==> src/rtl/alu_pipe_if.sv <==
// alu_pipe_if: operand/result valid-ready bundle between the register-read stage, alu_pipe and writeback.
interface alu_pipe_if #(
    parameter int WIDTH = 8
);
    localparam int SHW = $clog2(WIDTH);
    logic             in_valid;
    logic             in_ready;
    logic [WIDTH-1:0] a;
    logic [WIDTH-1:0] b;
    logic [3:0]       op;
    logic [SHW-1:0]   shamt;
    logic             out_valid;
    logic             out_ready;
    logic [WIDTH-1:0] out;
    logic [3:0]       flags;
    modport master (
        output in_valid, a, b, op, shamt, out_ready,
        input  in_ready, out_valid, out, flags
    );
    modport slave (
        input  in_valid, a, b, op, shamt, out_ready,
        output in_ready, out_valid, out, flags
    );
endinterface

==> src/rtl/alu_pipe.sv <==
// alu_pipe: WIDTH-bit multi-cycle ALU with valid/ready handshake and registered {Z,N,C,V} flags.
// Define ALU_MUL_EN to build the iterative shift-and-add multiplier (op 11); otherwise op 11 is reserved.
module alu_pipe #(
    parameter int WIDTH = 8
) (
    input logic       clk,
    input logic       rst_n,
    alu_pipe_if.slave bus
);
    localparam logic [3:0] OP_ADD = 4'd0, OP_SUB = 4'd1, OP_NEG = 4'd2, OP_AND = 4'd3;
    localparam logic [3:0] OP_ORR = 4'd4, OP_EOR = 4'd5, OP_LSL = 4'd6, OP_LSR = 4'd7;
    localparam logic [3:0] OP_ASR = 4'd8, OP_ADC = 4'd9, OP_SBC = 4'd10;
    logic [WIDTH-1:0] out_q, res_d, opb;
    logic [3:0]       flags_q, flags_d;
    logic             valid_q, carry_q, cin, c_d, v_d, idle, accept;
    logic [WIDTH:0]   sum, shl, shr, asr;
    // Subtraction reuses the adder as a + ~b + cin; shifts carry one guard bit to catch the last bit out.
    always_comb begin
        opb = (bus.op == OP_SUB || bus.op == OP_SBC) ? ~bus.b : bus.b;
        cin = (bus.op == OP_SUB) | ((bus.op == OP_ADC || bus.op == OP_SBC) & carry_q);
        sum = {1'b0, bus.a} + {1'b0, opb} + {{WIDTH{1'b0}}, cin};
        shl = {1'b0, bus.a} << bus.shamt;
        shr = {bus.a, 1'b0} >> bus.shamt;
        asr = $signed({bus.a, 1'b0}) >>> bus.shamt;
        res_d = '0;
        c_d = 1'b0;
        v_d = 1'b0;
        case (bus.op)
            OP_ADD, OP_SUB, OP_ADC, OP_SBC: begin
                res_d = sum[WIDTH-1:0];
                c_d = sum[WIDTH];
                v_d = (bus.a[WIDTH-1] == opb[WIDTH-1]) && (sum[WIDTH-1] != bus.a[WIDTH-1]);
            end
            OP_NEG: res_d = ~bus.b;
            OP_AND: res_d = bus.a & bus.b;
            OP_ORR: res_d = bus.a | bus.b;
            OP_EOR: res_d = bus.a ^ bus.b;
            OP_LSL: {c_d, res_d} = shl;
            OP_LSR: {res_d, c_d} = shr;
            OP_ASR: {res_d, c_d} = asr;
            default: res_d = '0;
        endcase
        flags_d = {res_d == '0, res_d[WIDTH-1], c_d, v_d};
    end
`ifdef ALU_MUL_EN
    localparam int SHW = $clog2(WIDTH);
    localparam logic [3:0] OP_MUL = 4'd11;
    localparam logic [SHW-1:0] LAST = SHW'(WIDTH - 1);
    typedef enum logic [1:0] {IDLE, BUSY, DONE} state_t;
    state_t             state_q;
    logic [SHW-1:0]     cnt_q;
    logic [WIDTH-1:0]   mc_q, mp_q;
    logic [2*WIDTH-1:0] acc_q, prod;
    assign idle = state_q == IDLE;
    assign prod = acc_q + (mp_q[cnt_q] ? {{WIDTH{1'b0}}, mc_q} << cnt_q : '0);
`else
    assign idle = 1'b1;
`endif
    assign bus.in_ready  = idle && (!valid_q || bus.out_ready);
    assign accept        = bus.in_valid && bus.in_ready;
    assign bus.out_valid = valid_q;
    assign bus.out       = out_q;
    assign bus.flags     = flags_q;
    always_ff @(posedge clk or negedge rst_n) begin
        if (!rst_n) begin
            out_q <= '0;
            flags_q <= '0;
            valid_q <= 1'b0;
            carry_q <= 1'b0;
`ifdef ALU_MUL_EN
            state_q <= IDLE;
            cnt_q <= '0;
            mc_q <= '0;
            mp_q <= '0;
            acc_q <= '0;
`endif
        end else begin
            if (valid_q && bus.out_ready) begin
                valid_q <= 1'b0;
                carry_q <= flags_q[1];
            end
`ifdef ALU_MUL_EN
            case (state_q)
                IDLE: begin
                    if (accept && bus.op == OP_MUL) begin
                        state_q <= BUSY;
                        cnt_q <= '0;
                        acc_q <= '0;
                        mc_q <= bus.a;
                        mp_q <= bus.b;
                    end else if (accept) begin
                        out_q <= res_d;
                        flags_q <= flags_d;
                        valid_q <= 1'b1;
                    end
                end
                BUSY: begin
                    acc_q <= prod;
                    cnt_q <= cnt_q + 1'b1;
                    if (cnt_q == LAST) state_q <= DONE;
                end
                DONE: begin
                    out_q <= acc_q[WIDTH-1:0];
                    flags_q <= {acc_q[WIDTH-1:0] == '0, acc_q[WIDTH-1],
                                |acc_q[2*WIDTH-1:WIDTH], |acc_q[2*WIDTH-1:WIDTH]};
                    valid_q <= 1'b1;
                    state_q <= IDLE;
                end
                default: state_q <= IDLE;
            endcase
`else
            if (accept) begin
                out_q <= res_d;
                flags_q <= flags_d;
                valid_q <= 1'b1;
            end
`endif
        end
    end
endmodule

==> src/flat_wrapper.sv <==
// flat-port wrapper written by rule: the top's interface ports become plain ports
module alu_pipe_flat 
#(
    parameter int WIDTH = 8
)
  (clk, rst_n, bus_in_valid, bus_a, bus_b, bus_op, bus_shamt, bus_out_ready, bus_in_ready, bus_out_valid, bus_out, bus_flags);
  alu_pipe_if #(.WIDTH(WIDTH)) bus_i ();
  input logic clk;
  input logic rst_n;
  input wire logic [$bits(bus_i.in_valid)-1:0] bus_in_valid;
  input wire logic [$bits(bus_i.a)-1:0] bus_a;
  input wire logic [$bits(bus_i.b)-1:0] bus_b;
  input wire logic [$bits(bus_i.op)-1:0] bus_op;
  input wire logic [$bits(bus_i.shamt)-1:0] bus_shamt;
  input wire logic [$bits(bus_i.out_ready)-1:0] bus_out_ready;
  output wire logic [$bits(bus_i.in_ready)-1:0] bus_in_ready;
  output wire logic [$bits(bus_i.out_valid)-1:0] bus_out_valid;
  output wire logic [$bits(bus_i.out)-1:0] bus_out;
  output wire logic [$bits(bus_i.flags)-1:0] bus_flags;
  assign bus_i.in_valid = bus_in_valid;
  assign bus_i.a = bus_a;
  assign bus_i.b = bus_b;
  assign bus_i.op = bus_op;
  assign bus_i.shamt = bus_shamt;
  assign bus_i.out_ready = bus_out_ready;
  assign bus_in_ready = bus_i.in_ready;
  assign bus_out_valid = bus_i.out_valid;
  assign bus_out = bus_i.out;
  assign bus_flags = bus_i.flags;
  alu_pipe #(.WIDTH(WIDTH)) u_core (.clk(clk), .rst_n(rst_n), .bus(bus_i));
endmodule
==> config.mk <==
export PLATFORM = sky130hd
export DESIGN_NAME = alu_pipe_flat
export DESIGN_NICKNAME = d
export VERILOG_FILES = /design/src/rtl/alu_pipe_if.sv /design/src/rtl/alu_pipe.sv /design/src/flat_wrapper.sv
export SDC_FILE = /design/constraint.sdc
export NUM_CORES = 1
export LEC_CHECK = 0
export BUFFER_PORTS_ARGS = -buffer_cell sky130_fd_sc_hd__buf_2
export CORE_MARGIN = 2
export CORE_UTILIZATION = 35
export CTS_BUF_LIST = sky130_fd_sc_hd__clkbuf_16
export CTS_CLUSTER_DIAMETER = 100
export DETAILED_ROUTE_END_ITERATION = 10
export MAX_ROUTING_LAYER = met4
export RECOVER_POWER = 50
export SLEW_MARGIN = 40
export SYNTH_ARGS = -nofsm -noshare
export SYNTH_HDL_FRONTEND = slang
export SYNTH_SLANG_ARGS = --single-unit
==> constraint.sdc <==
create_clock -name clk -period 4.3 [get_ports clk]
set_clock_uncertainty 0.05 [all_clocks]
set_input_delay 1.075 -clock clk [delete_from_list [all_inputs] [get_ports clk]]
set_output_delay 1.075 -clock clk [all_outputs]
set_load 0.02 [all_outputs]
==> reports/results.ini, run 1 <==
[status]
status=finished clean

[placed_design]
gp_congestion=0.9533
numPortBuffers=40
dp_hpwl_um=5066
place_ws_ns=0.1571

[sta]
relSlewSlack_pct=51.05
max_freq_mhz=253.8
setup-tns-final_ns=0
hold_viol=0
rsz0062_at_grt=no
finalCriticalPeriod_ns=3.940
setup_viol_count_final=0
finalMaxSlewViolations=0
fin_crit_sh_pct=91.63
worstMarginPinSlew_ns=0.7327
setup_ws_ns=0.3598

[finish]
fillCellCount=664
drive_gt1_share_pct=19.43
num_antenna_cells=0
syn_to_final_growth_pct=14.58
final_net_count=367

[synth]
synth_flop_cell=dfrtp_1
synth_seq_area_share_pct=14.53
syn_inst=280
yosys_warnings=0
synth_area_um2=2240
syn_area_per_cell_um2=7.999
yosysTopAreaCell=dfrtp_1
ys_ff_latch=13
synth.area.top_cells=dfrtp_1, ha_1, mux2i_1, mux4_2, xnor2_1
yosysUniqueCellTypes=60
synth_edf_count=0
synth_top_area_share_pct=14.53
syn-num-nets=332
synth_top_cells_by_count=ha_1, inv_1, nor2_1
async_flop_share_pct=100.0

[clock_tree]
numCtsBuffers=3
cts_resized=0
post_cts_buffers=0
clock_latency_ns=0.24
htree_levels=1
cts.sinks=13
cts_root_buf=clkbuf_16
hold_buffers=0
cts_buffer_depth=2
clk_pin_slew_ns=0.04
cts_tree=built

[run]
max_cap_viol_count=0

[routing]
drt-initial-drc-count=139
num_vias=2267
final_antenna_net_count=0
wl_um=6363
route.detailed.drc=0
wire_per_inst_um=16.27
firstDrtPassIters=5
post_drt_via_cell_ratio=5.798

[floorplanning]
start_util_pct=35.68
placementRows=29
die_height_um=84.00
pin_count=41
fp.dieW_um=84.00
core_area_um2=6277
die_area_um2=7055

[grt]
grt_overflow_total=0
grt_first_pass_wirelength_um=10470
antenna_found_initial=0
grt_max_degree=26
grt_pass1_vias=2092
track_usage_pct=18.78

[worst_setup_path]
start_kind=input pin
endpoint_kind=flip-flop
crit_arrival_ns=4.02
crit_chain=buf_2, and2b_1, a21oi_1, nor2_2, xnor2_1, fa_1, fa_1, a211oi_1, o21ai_0, a21oi_1, xnor2_1, o221ai_1, a211oi_1, a31o_1
crit_start=bus_op[3]
reg2reg_from=u_core.carry_q
required_ns=4.38
crit_type=input pin to flip-flop
rrSetupSlack_ns=1.25
critPathBufInv=1
cp_max_fo=6
critPathMaxStageDelay_ns=0.43
slowest_stage=fa_1
crit_family=compound AO/OA/AOI/OAI gates

[power]
ir_worst_vdd_mv=0.2423
power_density_nw_per_um2=249.7
p_leak_nw=1.175

[worst_hold_path]
min_path_type=flip-flop to flip-flop
hold_start=u_core.bus.out[5]

-- layout make-up --
cell class	count	area (um^2)	share of cell area, %
clock inverters	1	3.754	0.1463
clock buffers	3	75.07	2.925
multi-input cells	224	1715	66.85
repair buffers	49	260.3	10.14
flip-flops and latches	13	325.3	12.68
well taps	77	96.34	3.754
inverters	24	90.09	3.510
-- tightest hold or removal path: stages, from the launching register on --
cell	delay [ns]
dfrtp_1	0.33
nand2_1	0.05
o21ai_1	0.06
-- registers in the layout, indices dropped and copies added (netlist names) --
signal and flops:
u_core.bus.out 7, u_core.carry_q 1, u_core.bus.out_valid 1, u_core.bus.flags 4
-- stage by stage --
step | hold WS (ns) | instance area [um^2] | std cells | utilization, % | power [mW]
floorplan | 0.4467 | 2240 | 280 | - | 0.3754
global placement | 0.4102 | 2495 | 387 | 39.74 | 0.4662
detailed placement | 0.4185 | 2495 | 387 | 39.74 | 0.4692
CTS | 0.4299 | 2574 | 391 | 41.00 | 0.6472
global route | 0.4575 | 2566 | 391 | 40.88 | 0.6859
finish | 0.4295 | 2566 | 391 | 40.88 | 0.6408
-- per-layer routing --
metal	vias up	GRT usage, %	share of wire [%]
li1	1088	-	-
met1	1066	25.47	46
met2	102	30.11	46
met3	11	1.484	6.0
met4	0	5.425	1.6
met5	-	-	0
-- power by group --
group	leakage (nW)	internal, mW	switching [mW]
clock	0.0423	0.123	0.0512
combinational	0.966	0.125	0.185
sequential	0.167	0.145	0.0123
-- worst paths after layout --
kind | cells past startpoint | to
max in group asynchronous | 1 | u_core.bus.out[1]
setup / recovery | 14 | u_core.bus.flags[3]
min in group asynchronous | 1 | u_core.bus.flags[1]
setup reg to reg | 11 | u_core.bus.flags[3]
hold reg to reg | 2 | u_core.bus.out[5]
hold / removal | 2 | u_core.bus.out[5]
-- kinds of logic (layout without fill, tap and decap cells) --
group / after synthesis / after routing / synth area share, %
simple gates: 79 / 79 / 18.16
fa+ha+maj: 25 / 25 / 14.64
buf+inv: 43 / 77 / 8.883
mux: 22 / 22 / 12.91
flops: 13 / 13 / 14.53
compound gates: 83 / 83 / 25.03
xor+xnor: 15 / 15 / 5.866
-- cells in the final DEF (no fill, tap or decap), types with 2 or more instances in the layout --
cell        n
a211oi_1   10
a21o_1      3
a21oi_1    20
a22oi_1     4
and2_1      2
buf_2      34
buf_4       9
clkbuf_1    6
clkbuf_16   3
dfrtp_1    13
fa_1        2
ha_1       23
inv_1      24
mux2_2      5
mux2i_1    12
mux4_2      5
nand2_1    19
nand2b_1    8
nand3_1     5
nor2_1     23
nor2b_1     4
nor3_1      4
nor4_1      2
o2111ai_1   3
o211ai_1    3
o21ai_0    16
o22ai_1     5
or3_1       2
xnor2_1    12
xor2_1      3
(Power assumes the default switching activity.)
==> inputs of run 2 (changes only) <==
ABC_AREA = 1   (was not set)
CORE_UTILIZATION = 55   (was 35)
PLACE_DENSITY = 0.79   (was not set)
==> run 2 against run 1 <==
  * Sequential share of layout area up 0.18 points
  * Sequential power about the same
  * Final cell count up 23%
  * Routed wire length up 5.7%
  * Global-route usage up 13 points
  * Synthesized area up 0.17%
  * Die area down 35%
  * Maximum frequency up 5.7%
==> reports/results.ini, run 2 <==
[clock_tree]
post_cts_buffers=0
hold_buffers=0
clock_latency_ns=0.24
cts_root_buf=clkbuf_16
cts_tree=built
cts_resized=0
cts_buffer_depth=2
cts.sinks=13
htree_levels=1
numCtsBuffers=3
clk_pin_slew_ns=0.04

[synth]
yosys_warnings=0
yosysUniqueCellTypes=28
syn_area_per_cell_um2=5.694
synth.area.top_cells=nand2_1, dfrtp_1, ha_1, nand3_1, nor2_1
synth_top_area_share_pct=24.26
synth_top_cells_by_count=nand2_1, nand3_1, nor2_1
synth_area_um2=2243
synth_edf_count=0
synth_seq_area_share_pct=14.50
syn_inst=394
synth_flop_cell=dfrtp_1
yosys.cell_count.top_type=nand2_1
syn-num-nets=446
yosysTopAreaCell=nand2_1
ys_ff_latch=13
async_flop_share_pct=100.0

[grt]
grt_overflow_total=0
track_usage_pct=31.83
grt.met1_usage_pct=42.99
grt_util_met3_pct=8.224
grtUsageMet2_pct=48.16
grt_max_degree=20
grt_pass1_vias=2276
grt_first_pass_wirelength_um=10670
top_usage_layer=met2
antenna_found_initial=0

[sta]
worstMarginPinSlew_ns=0.7073
rsz0062_at_grt=no
hold_viol=0
setup_viol_count_final=0
finalMaxSlewViolations=0
setup-tns-final_ns=0
finalCriticalPeriod_ns=3.729
relSlewSlack_pct=52.85
fin_crit_sh_pct=86.72
whs_ns=0.4350
max_freq_mhz=268.2

[worst_setup_path]
start_kind=input pin
crit_arrival_ns=3.85
crit_family=adder cells
cp_common_cell=nand2_1
critPathBufInv=2
crit_chain=buf_2, inv_1, nand2_1, nor2_1, a21oi_2, xor2_1, fa_1, fa_1, xor2_1, nand2_1, nand2_1, nor3_1, nand3_1, nor2_1, nand2_1, nand2_1
crit_type=input pin to flip-flop
endpoint_kind=flip-flop
slowest_stage=fa_1
required_ns=4.42
cp_max_fo=8
critPathMaxStageDelay_ns=0.47

[routing]
firstDrtPassIters=5
num_vias=2618
route.detailed.drc=0
drt-initial-drc-count=201
wl_um=6728
wire_per_inst_um=13.99
post_drt_via_cell_ratio=5.443
final_antenna_net_count=0

[power]
p_leak_nw=1.494
ir_worst_vdd_mv=0.1863
power_density_nw_per_um2=241.9

[floorplanning]
die_height_um=67.87
core_area_um2=3971
pin_count=41
placementRows=23
start_util_pct=56.49
die_area_um2=4606
fp.dieW_um=67.87

[placed_design]
numPortBuffers=40
dp_hpwl_um=5483
gp_congestion=1.093

[finish]
final_common_cell=nand2_1
largest_register_ffs=7
syn_to_final_growth_pct=12.83
final_net_count=484
final_cell_mix=nand2_1, nand3_1, nor2_1, inv_1, buf_2
drive_gt1_share_pct=9.977
num_antenna_cells=0

[worst_hold_path]
min_path_type=flip-flop to flip-flop

[status]
status=finished clean

[run]
max_cap_viol_count=0

## run 2: changes by cell type in the layout (fill, tap and decap cells not counted), sizes merged, moves of 8 or more
cell	previous run	this run
nand2	19	145
nand3	5	54
nor2	24	49
inv	24	47
mux2i	12	0
xnor2	12	0
a211oi	10	0
buf	43	33
a21oi	20	11
nand2b	8	0
xor2	3	11
## run 2: layer usage
layer	vias to the layer above	wire, um
li1	1338	-
met3	16	641
met2	112	2917
met1	1152	3013
met5	-	0
met4	0	155
## run 2: layout make-up
class                      count  area, um^2
clock buffer                   3       75.07
sequential                    13       325.3
timing repair buffer          40       191.4
fill                         411        1440
inverter                      47       176.4
multi-input combinational    327        1697
tap                           50       62.56
clock inverter                 1       3.754
## run 2: path summary, 6_finish.rpt
path / start / end / slack, ns / depth (start not counted)
max: bus_op[2] / u_core.bus.flags[3] / 0.57 / 16
min: u_core.bus.flags[3] / u_core.bus.flags[3] / 0.43 / 2
max reg2reg: u_core.carry_q / u_core.bus.flags[3] / 1.82 / 12
min in group asynchronous: rst_n / u_core.bus.out[3] / 0.81 / 1
max in group asynchronous: rst_n / u_core.bus.out[1] / 2.94 / 1
min reg2reg: u_core.bus.flags[3] / u_core.bus.flags[3] / 0.43 / 2
## run 2: kinds of logic after synthesis
kind of cell,share of synthesized area (%)
fa+ha+maj,14.61
simple gates,49.02
compound gates,7.697
xor+xnor,4.294
buf+inv,9.872
flops,14.50
## run 2: metrics by stage
stage | worst slack [ns] | power [mW] | area (um^2) | util [%] | std cells
2_1_floorplan | 0.8285 | 0.3543 | 2243 | - | 394
3_3_place_gp | 0.4912 | 0.4375 | 2461 | 61.97 | 477
3_5_place_dp | 0.3743 | 0.4425 | 2461 | 61.97 | 477
4_1_cts | 0.6150 | 0.6161 | 2540 | 63.96 | 481
5_1_grt | 0.3504 | 0.6638 | 2531 | 63.74 | 481
6_report | 0.5712 | 0.6123 | 2531 | 63.74 | 481
## run 2: worst min-delay path: cells and delay by family, from the launching register on
family / cells / cell delay, ns
flops: 1 / 0.33
simple gates: 2 / 0.12
## run 2: report_power, final
part	internal, mW	switching, mW	leakage, nW
clock	0.122	0.0473	0.0423
combinational	0.0922	0.191	1.29
sequential	0.145	0.0147	0.164
